$ cat src/rtl/execute_flag_pkg.sv
// Shared types and constants for the in-order flag commit scheduler.
package execute_flag_pkg;

  localparam int P_FLAG_W   = 5;
  localparam int P_UNIT_NUM = 4;

  localparam int UNIT_SHIFT = 0;
  localparam int UNIT_ADDER = 1;
  localparam int UNIT_MUL   = 2;
  localparam int UNIT_LOGIC = 3;

  typedef struct packed {
    logic                alloc;
    logic                done;
    logic [P_FLAG_W-1:0] flags;
  } flag_entry_t;

  localparam int P_ENTRY_W = $bits(flag_entry_t);

endpackage

$ cat src/rtl/execute_flag_commit_entry.sv
// One scheduler slot: allocation, completion capture and commit clear.
module execute_flag_commit_entry
  import execute_flag_pkg::*;
(
  input  logic                clk_i,
  input  logic                rst_i,
  input  logic                flush_i,
  input  logic                alloc_i,
  input  logic                clear_i,
  input  logic                done_i,
  input  logic [P_FLAG_W-1:0] flags_i,
  output flag_entry_t         entry_o
);

  flag_entry_t entry_q;
  flag_entry_t entry_d;

  // Commit clear wins over a late completion to the same slot.
  always_comb begin
    entry_d = entry_q;
    if (clear_i) begin
      entry_d = '0;
    end else begin
      if (alloc_i) begin
        entry_d.alloc = 1'b1;
        entry_d.done  = 1'b0;
      end
      if (done_i && entry_q.alloc) begin
        entry_d.done  = 1'b1;
        entry_d.flags = flags_i;
      end
    end
  end

  always_ff @(posedge clk_i) begin
    if (rst_i || flush_i) begin
      entry_q <= '0;
    end else begin
      entry_q <= entry_d;
    end
  end

  assign entry_o = entry_q;

endmodule

$ cat src/rtl/execute_flag_commit_scheduler.sv
// In-order commit of out-of-order flag results; optional same-edge head bypass
// is enabled by defining EXEC_FLAG_COMMIT_BYPASS_EN.
module execute_flag_commit_scheduler
  import execute_flag_pkg::*;
#(
  parameter int P_DEPTH = 4,
  parameter int P_TAG_W = 2
) (
  input  logic                            iCLOCK,
  input  logic                            iRESET_SYNC,
  input  logic                            iCTRL_HOLD,
  input  logic                            iFLUSH,
  input  logic                            iISSUE_VALID,
  output logic                            oISSUE_READY,
  output logic [P_TAG_W-1:0]              oISSUE_TAG,
  input  logic [P_UNIT_NUM-1:0]           iUNIT_VALID,
  input  logic [P_UNIT_NUM*P_TAG_W-1:0]   iUNIT_TAG,
  input  logic [P_UNIT_NUM*P_FLAG_W-1:0]  iUNIT_FLAG,
  output logic                            oFLAG_WE,
  output logic [P_FLAG_W-1:0]             oFLAG_DATA,
  output logic                            oFLAG_STALL,
  output logic [P_TAG_W:0]                oPENDING,
  output logic                            oERR_SPURIOUS
);

  localparam logic [P_TAG_W:0] LP_FULL = (P_TAG_W+1)'(P_DEPTH);

  // Issue handshake: an instruction is accepted on a cycle where
  // iISSUE_VALID & oISSUE_READY & !iCTRL_HOLD & !iFLUSH; READY uses only the registered count.

  flag_entry_t         entry_w   [P_DEPTH];
  logic [P_DEPTH-1:0]  hit;
  logic [P_FLAG_W-1:0] hit_flags [P_DEPTH];

  logic [P_TAG_W-1:0]  head_q, head_d;
  logic [P_TAG_W-1:0]  tail_q, tail_d;
  logic [P_TAG_W:0]    count_q, count_d;
  logic                we_q, we_d;
  logic [P_FLAG_W-1:0] data_q, data_d;
  logic                err_q, err_d;

  logic                accept;
  logic                spurious;
  logic                commit_std;
  logic                commit_byp;
  logic                commit;
  logic [P_FLAG_W-1:0] commit_flags;
  flag_entry_t         head_e;

  // Later units overwrite earlier ones, so the highest unit index wins a tag collision.
  always_comb begin
    for (int i = 0; i < P_DEPTH; i++) begin
      hit[i]       = 1'b0;
      hit_flags[i] = '0;
      for (int k = 0; k < P_UNIT_NUM; k++) begin
        if (iUNIT_VALID[k] && (iUNIT_TAG[k*P_TAG_W +: P_TAG_W] == P_TAG_W'(i))) begin
          hit[i]       = 1'b1;
          hit_flags[i] = iUNIT_FLAG[k*P_FLAG_W +: P_FLAG_W];
        end
      end
    end
  end

  always_comb begin
    spurious = 1'b0;
    for (int k = 0; k < P_UNIT_NUM; k++) begin
      if (iUNIT_VALID[k] && !entry_w[iUNIT_TAG[k*P_TAG_W +: P_TAG_W]].alloc) begin
        spurious = 1'b1;
      end
    end
  end

  assign head_e     = entry_w[head_q];
  assign accept     = iISSUE_VALID && oISSUE_READY && !iCTRL_HOLD && !iFLUSH;
  assign commit_std = !iCTRL_HOLD && !iFLUSH && head_e.alloc && head_e.done;
`ifdef EXEC_FLAG_COMMIT_BYPASS_EN
  assign commit_byp = !iCTRL_HOLD && !iFLUSH && head_e.alloc && !head_e.done && hit[head_q];
`else
  assign commit_byp = 1'b0;
`endif
  assign commit       = commit_std || commit_byp;
  assign commit_flags = commit_byp ? hit_flags[head_q] : head_e.flags;

  always_comb begin
    head_d  = head_q;
    tail_d  = tail_q;
    count_d = count_q;
    we_d    = 1'b0;
    data_d  = data_q;
    err_d   = 1'b0;
    if (iFLUSH) begin
      head_d  = '0;
      tail_d  = '0;
      count_d = '0;
    end else begin
      err_d   = spurious;
      tail_d  = tail_q + P_TAG_W'(accept);
      head_d  = head_q + P_TAG_W'(commit);
      count_d = count_q + (P_TAG_W+1)'(accept) - (P_TAG_W+1)'(commit);
      if (commit) begin
        we_d   = 1'b1;
        data_d = commit_flags;
      end
    end
  end

  always_ff @(posedge iCLOCK) begin
    if (iRESET_SYNC) begin
      head_q  <= '0;
      tail_q  <= '0;
      count_q <= '0;
      we_q    <= 1'b0;
      data_q  <= '0;
      err_q   <= 1'b0;
    end else begin
      head_q  <= head_d;
      tail_q  <= tail_d;
      count_q <= count_d;
      we_q    <= we_d;
      data_q  <= data_d;
      err_q   <= err_d;
    end
  end

  for (genvar g = 0; g < P_DEPTH; g++) begin : g_entry
    execute_flag_commit_entry u_entry (
      .clk_i   (iCLOCK),
      .rst_i   (iRESET_SYNC),
      .flush_i (iFLUSH),
      .alloc_i (accept && (tail_q == P_TAG_W'(g))),
      .clear_i (commit && (head_q == P_TAG_W'(g))),
      .done_i  (hit[g]),
      .flags_i (hit_flags[g]),
      .entry_o (entry_w[g])
    );
  end

  assign oISSUE_READY  = (count_q != LP_FULL);
  assign oISSUE_TAG    = tail_q;
  assign oFLAG_STALL   = (count_q != '0);
  assign oPENDING      = count_q;
  assign oFLAG_WE      = we_q;
  assign oFLAG_DATA    = data_q;
  assign oERR_SPURIOUS = err_q;

endmodule

$ cat config.mk
export PLATFORM = sky130hd
export DESIGN_NAME = execute_flag_commit_scheduler
export DESIGN_NICKNAME = d
export VERILOG_FILES = /design/src/rtl/execute_flag_pkg.sv /design/src/rtl/execute_flag_commit_entry.sv /design/src/rtl/execute_flag_commit_scheduler.sv
export SDC_FILE = /design/constraint.sdc
export NUM_CORES = 1
export LEC_CHECK = 0
export BUFFER_PORTS_ARGS = -buffer_cell sky130_fd_sc_hd__clkbuf_2
export CORE_UTILIZATION = 55
export DETAILED_ROUTE_END_ITERATION = 6
export GPL_TIMING_DRIVEN = 1
export PLACE_DENSITY = 0.77
export SLEW_MARGIN = 20
export SYNTH_ARGS = -nofsm -noshare
export SYNTH_HDL_FRONTEND = slang
export SYNTH_SLANG_ARGS = --single-unit
$ cat constraint.sdc
create_clock -name iCLOCK -period 4.1 [get_ports iCLOCK]
set_clock_uncertainty 0.1 [all_clocks]
set_input_delay 0.82 -clock iCLOCK [delete_from_list [all_inputs] [get_ports iCLOCK]]
set_output_delay 0.82 -clock iCLOCK [all_outputs]
set_load 0.05 [all_outputs]
Yosys cells after proc, flatten, opt, wreduce, memory -nomap -nowiden
Cells that the tools add are included.
{ "totals": {"word_cells": 174, "in_bits": 37, "output_inout_bits": 14, "register_bits": 42} }
{ "classes": {"n_eq_ne": 19, "n_lt_le_gt_ge": 5, "n_mux": 60, "add_sub_neg": 4, "bitwise_logic": 6, "n_reduce_logical": 62} }
{ "op_table": {"columns": ["op", "n"], "rows": [
  ["2-to-1 mux 5 bit", 16],
  ["binary-select mux 7 bit (select 2 bit)", 5],
  ["2-to-1 mux 7 bit", 10],
  ["logical AND 1 bit", 38],
  ["2-to-1 mux 1 bit", 25],
  ["== test 2 bit (second input constant)", 12],
  ["2-to-1 mux 6 bit", 4],
  ["greater-or-equal comparator 3 bit (second input constant)", 5],
  ["inverter 2 -> 3 bit", 5],
  ["== test 2 x 1 -> 1 bit (second input constant)", 6],
  ["zero test 2 bit", 6],
  ["OR reduction 2 bit", 5],
  ["nonzero test 2 bit", 4],
  ["zero test 1 bit", 6],
  ["adder 2 x 1 -> 2 bit", 2],
  ["adder 3 x 1 -> 3 bit", 1],
  ["inequality test 3 bit (second input constant)", 1],
  ["nonzero test 3 bit", 1],
  ["subtractor 3 x 1 -> 3 bit", 1],
  ["AND reduction 2 bit", 1],
  ["logical OR 1 bit", 1],
  ["inverter 1 bit", 1]
]} }

Depth between registers and ports, before layout
{ "depth": {"ltp_word": 10, "depth_mapped": 11, "mapped_depth_nobuf": 10} }

Cells and area by module
Synthesis repeated with hierarchy kept, for this count alone.
{ "hier_totals": {"cells_unflattened": 355, "hier_area_um2": 2982.9} }
{ "modules_own_cells": {"columns": ["mod", "seq_area_each_um2", "cells_per_inst", "area_each_um2", "instances"], "rows": [
  ["execute_flag_commit_scheduler", 280.3, 231, 1711.6, 1],
  ["execute_flag_commit_entry", 140.1, 31, 317.8, 4]
]} }

Least setup slack after synthesis
OpenSTA, ideal clock, no wires.
{ "synth_timing": {"kind": "reg-to-reg", "from": "register count_q[1] (netlist: oPENDING[1])", "to": "register count_q[2] (netlist: oPENDING[2])", "stages_incl_launch_ff": 11, "synth_period_minus_slack_ns": 3.128, "setup_time_ns": 0.124, "t_arrival_ns": 2.904, "path_buffers": 1, "slack_ns": 0.972, "required_ns": 3.876, "cell_sequence": "dfxtp_1 or3b_2 clkbuf_1 nand2_1 ha_1 inv_1 ha_1 fa_1 xnor2_1 xnor2_1 nor2_1"} }
{ "synth_via": {"elab_chain_cells": 6} }
{ "synth_lines": {"columns": ["item", "line", "text"], "rows": [
  ["start: declaration", "execute_flag_commit_scheduler.sv:37", "logic [P_TAG_W:0] count_q, count_d;"],
  ["start signal: assignment", "execute_flag_commit_scheduler.sv:118", "count_q <= count_d;"],
  ["inequality test 3 bit", "execute_flag_commit_scheduler.sv:138", "assign oISSUE_READY = (count_q != LP_FULL);"],
  ["net oISSUE_READY", "execute_flag_commit_scheduler.sv:14", "output logic oISSUE_READY,"],
  ["logical AND 1 bit (3 in a row)", "execute_flag_commit_scheduler.sv:74", "assign accept = iISSUE_VALID && oISSUE_READY && !iCTRL_HOLD && !iFLUSH;"],
  ["adder 3 x 1 -> 3 bit", "execute_flag_commit_scheduler.sv:99", "count_d = count_q + (P_TAG_W+1)'(accept) - (P_TAG_W+1)'(commit);"],
  ["subtractor 3 x 1 -> 3 bit", "execute_flag_commit_scheduler.sv:99", null]
]} }
The timed path passes the listed nets, and every way through them passes these cells.
A chain may end at the register's enable or synchronous reset.

Worst setup path in the final report
{ "layout_timing": {"from": "register head_q[1]", "to": "register count_q[2] (netlist: oPENDING[2])"} }
{ "layout_via": {"elab_chain_cells": 7} }
{ "layout_lines": {"columns": ["item", "line", "text"], "rows": [
  ["start: declaration", "execute_flag_commit_scheduler.sv:35", "logic [P_TAG_W-1:0] head_q, head_d;"],
  ["start signal: assignment", "execute_flag_commit_scheduler.sv:109", "head_q <= '0;"],
  ["start signal: assignment", "execute_flag_commit_scheduler.sv:116", "head_q <= head_d;"],
  ["inverter 2 -> 3 bit (*)", null, null],
  ["binary-select mux 7 bit (select 2 bit) (*)", "execute_flag_commit_scheduler.sv:73", "assign head_e = entry_w[head_q];"],
  ["2-to-1 mux 7 bit (implied by the code) (*) (2 in a row)", "execute_flag_commit_scheduler.sv:73", null],
  ["logical AND 1 bit", "execute_flag_commit_scheduler.sv:75", "assign commit_std = !iCTRL_HOLD && !iFLUSH && head_e.alloc && head_e.done;"],
  ["logical AND 1 bit (*)", "execute_flag_commit_scheduler.sv:75", null],
  ["net commit", "execute_flag_commit_scheduler.sv:46", "logic commit;"],
  ["subtractor 3 x 1 -> 3 bit (*)", "execute_flag_commit_scheduler.sv:99", null]
]} }
The timed path passes the listed nets; every way through them passes the cells marked *. The select of a mux whose other input is x is not followed.

==> flow_metrics.tcl <==
set metrics [dict create \
    status "finished with violations" \
    violations "design-rule violations" \
    postCtsSetupRepairBufs 0 \
    dieArea_sq_um 5580 \
    routed_wl_um 7640 \
    worst_slew_pin_slew_ns 0.826 \
    grt_overflow 0 \
    irDropWorstVdd_v 0.000146 \
    final_common_cell "clkbuf_2" \
    power_leakage_nw 1.24 \
    clk_pin_slew_worst_paths_ns 0.07 \
    antenna_cells 0 \
    synthDistinctLibCells 58 \
    syn-num-nets 363 \
    synth_edf_count 0 \
    die-height_um 74.7 \
    firstDrtPassIters 6 \
    total_power_mw 0.798 \
    cts_buffers 5 \
    period_needed_ns 2.93 \
    gp_congestion 0.921 \
    crit_slowest_cell "dfxtp_1" \
    cts_resized 0 \
    cp-endpoint "oPENDING[2]" \
    vias 2714 \
    nets 402 \
    ys_seq_area_share_pct 28.9 \
    final_cell_mix "50 x clkbuf_2, 42 x dfxtp_1, 24 x nor2_1" \
    crit_type "reg -> reg" \
    insertion_delay_ns 0.29 \
    synth_area_leaders "dfxtp_1 29%, mux4_2 4.6%, mux4_1 3.6%, o21ai_0 3.1%, nor2_1 3.1%" \
    crit_chain "inv_2 -> mux4_2 -> nor2_1 -> ha_1 -> inv_1 -> ha_1 -> fa_1 -> xnor2_1 -> xnor2_1 -> nor2_1" \
    power_density_nw_per_um2 246 \
    h-tree-depth 2 \
    critPathMaxFanout 9 \
    slew_viol_final 0 \
    clock_sinks 42 \
    viasPerCell 6.31 \
    hold_buffers 0 \
    crit_required_ns 4.19 \
    startpoint "head_q[1]" \
    critPathCaptureType "flip-flop" \
    fin_util_pct 63.5 \
    synth_top_area_share_pct 28.9 \
    grt_setup_unrepaired "false" \
    critPathBufInv 2 \
    antenna_found_initial 0 \
    final_antenna_net_count 0 \
    synth.cell_area_sq_um 2910 \
    r2r_start "head_q[1]" \
    setup_tns_ns 0 \
    grt_first_pass_wirelength_um 12300 \
    worstSetupStartpointType "flip-flop" \
    ys_ff_latch 42 \
    syn_inst 321 \
    hold_viol 0 \
    critical_path_depth 10 \
    syn-mean-instance-area_sq_um 9.05 \
    area_delta_synth_final_pct 11.6 \
    hpwl_um 5940 \
    final_layout_size_suffix_gt1_share_pct 24.4 \
    crit_arrival_ns 3.02 \
    port-buffer-count 50 \
    rows 26 \
    placeableCoreArea_sq_um 5110 \
    die_width_um 74.7 \
    wire_per_inst_um 17.8 \
    yosysWarnings 0 \
    cp_top_family "adder cells" \
    synth-main-ff-cell "dfxtp_1" \
    grt_max_degree 17 \
    grt_usage_pct 29.5 \
    worstHoldPathType "reg -> reg" \
    start_util_pct 56.9 \
    clockBufferDepth 2 \
    first_iter_violations 205 \
    post-route-period-util_pct 71.5 \
    r2r_end "oPENDING[2]" \
    relSlewSlack_pct 44.2 \
    reg2reg_slack_ns 1.17 \
    io_pins 51 \
    reg2reg_depth 10 \
    slowest_delay_ns 0.58 \
    cts_root_buf "clkbuf_8" \
    yosysTopAreaCell "dfxtp_1" \
    drc_errors 2 \
    max_freq_ghz 0.341 \
    maxCapViolations 0 \
    cts_tree "built" \
    setup_viol 0 \
    async_flop_share_pct 0 \
    grt_pass1_vias 2454 \
]
[stage by stage]
step | cells | setup slack [ns] | hold WS (ns) | instance area, sq um
detailed placement | 423 | 0.907 | 0.360 | 3170
floorplan | 321 | 0.972 | 0.336 | 2910
CTS | 430 | 1.14 | 0.371 | 3240
global route | 430 | 0.932 | 0.391 | 3240
finish | 430 | 1.17 | 0.370 | 3240
global placement | 423 | 1.01 | 0.356 | 3170
[cell families after synthesis]
group,after synthesis,share of synthesized area (%)
fa+ha+maj,5,2.41
compound gates,87,23.4
simple gates,131,27.2
mux,21,12.3
buf+inv,31,4.61
xor+xnor,4,1.21
flops,42,28.9
[worst min-delay path by stage]
stage / from / depth (start not counted) / endpoint / slack, ns
after floorplan: g_entry[1].u_entry.entry_o[0] / 2 / g_entry[1].u_entry.entry_o[0] / 0.34
after global placement: g_entry[1].u_entry.entry_o[0] / 2 / g_entry[1].u_entry.entry_o[0] / 0.36
after detailed placement: g_entry[1].u_entry.entry_o[0] / 2 / g_entry[1].u_entry.entry_o[0] / 0.36
after CTS: g_entry[1].u_entry.entry_o[0] / 2 / g_entry[1].u_entry.entry_o[0] / 0.37
after global routing: g_entry[1].u_entry.entry_o[3] / 2 / g_entry[1].u_entry.entry_o[3] / 0.39
final: g_entry[1].u_entry.entry_o[0] / 2 / g_entry[1].u_entry.entry_o[0] / 0.37
[cells in the mapped netlist (all sizes together), types with 5 or more instances]
| master | n |
|---|---|
| a21oi | 8 |
| mux2 | 5 |
| inv | 11 |
| nand3 | 12 |
| a22o | 6 |
| nand3b | 5 |
| nand4 | 11 |
| dfxtp | 42 |
| a41oi | 5 |
| or4b | 8 |
| o21ai | 18 |
| o41ai | 5 |
| nand2b | 9 |
| nand2 | 19 |
| o31ai | 7 |
| nor2 | 24 |
| nor3b | 5 |
| and3b | 8 |
| clkbuf | 11 |
| a31oi | 8 |
| mux2i | 6 |
| a221oi | 5 |
| mux4 | 10 |
| buf | 9 |
[where the power goes]
group          leakage, nW  switching (mW)  internal [mW]
sequential           0.339         0.00155          0.409
clock               0.0383           0.131          0.117
combinational        0.861          0.0863         0.0524
total                 1.24           0.219          0.579
[sequential cells by signal, summed over array words and instances, names as in the netlist]
signal	count
oISSUE_TAG	2
oPENDING	3
head_q	2
oFLAG_WE	1
oFLAG_DATA	5
oERR_SPURIOUS	1
g_entry.u_entry.entry_o	28
[metal layers]
layer	global-route usage, %	vias to the layer above	routed length, um
met2	50.5	107	3790
met4	10.9	0	121
met5	0	-	0
met1	38.2	1259	3340
met3	3.61	12	382
li1	-	1336	-
[worst min-delay path: stages (launching register included)]
cell,delay [ns]
dfxtp_1,0.31
inv_1,0.05
a221oi_1,0.06
[final cells by class]
| type | count | area (sq um) |
|---|---|---|
| Tap cell | 70 | 87.6 |
| Fill cell | 468 | 1860 |
| Multi-Input combinational cell | 248 | 1930 |
| Inverter | 11 | 41.3 |
| Timing Repair Buffer | 52 | 265 |
| Clock buffer | 7 | 76.3 |
| Sequential cell | 42 | 841 |
(Power assumes the default switching activity.)
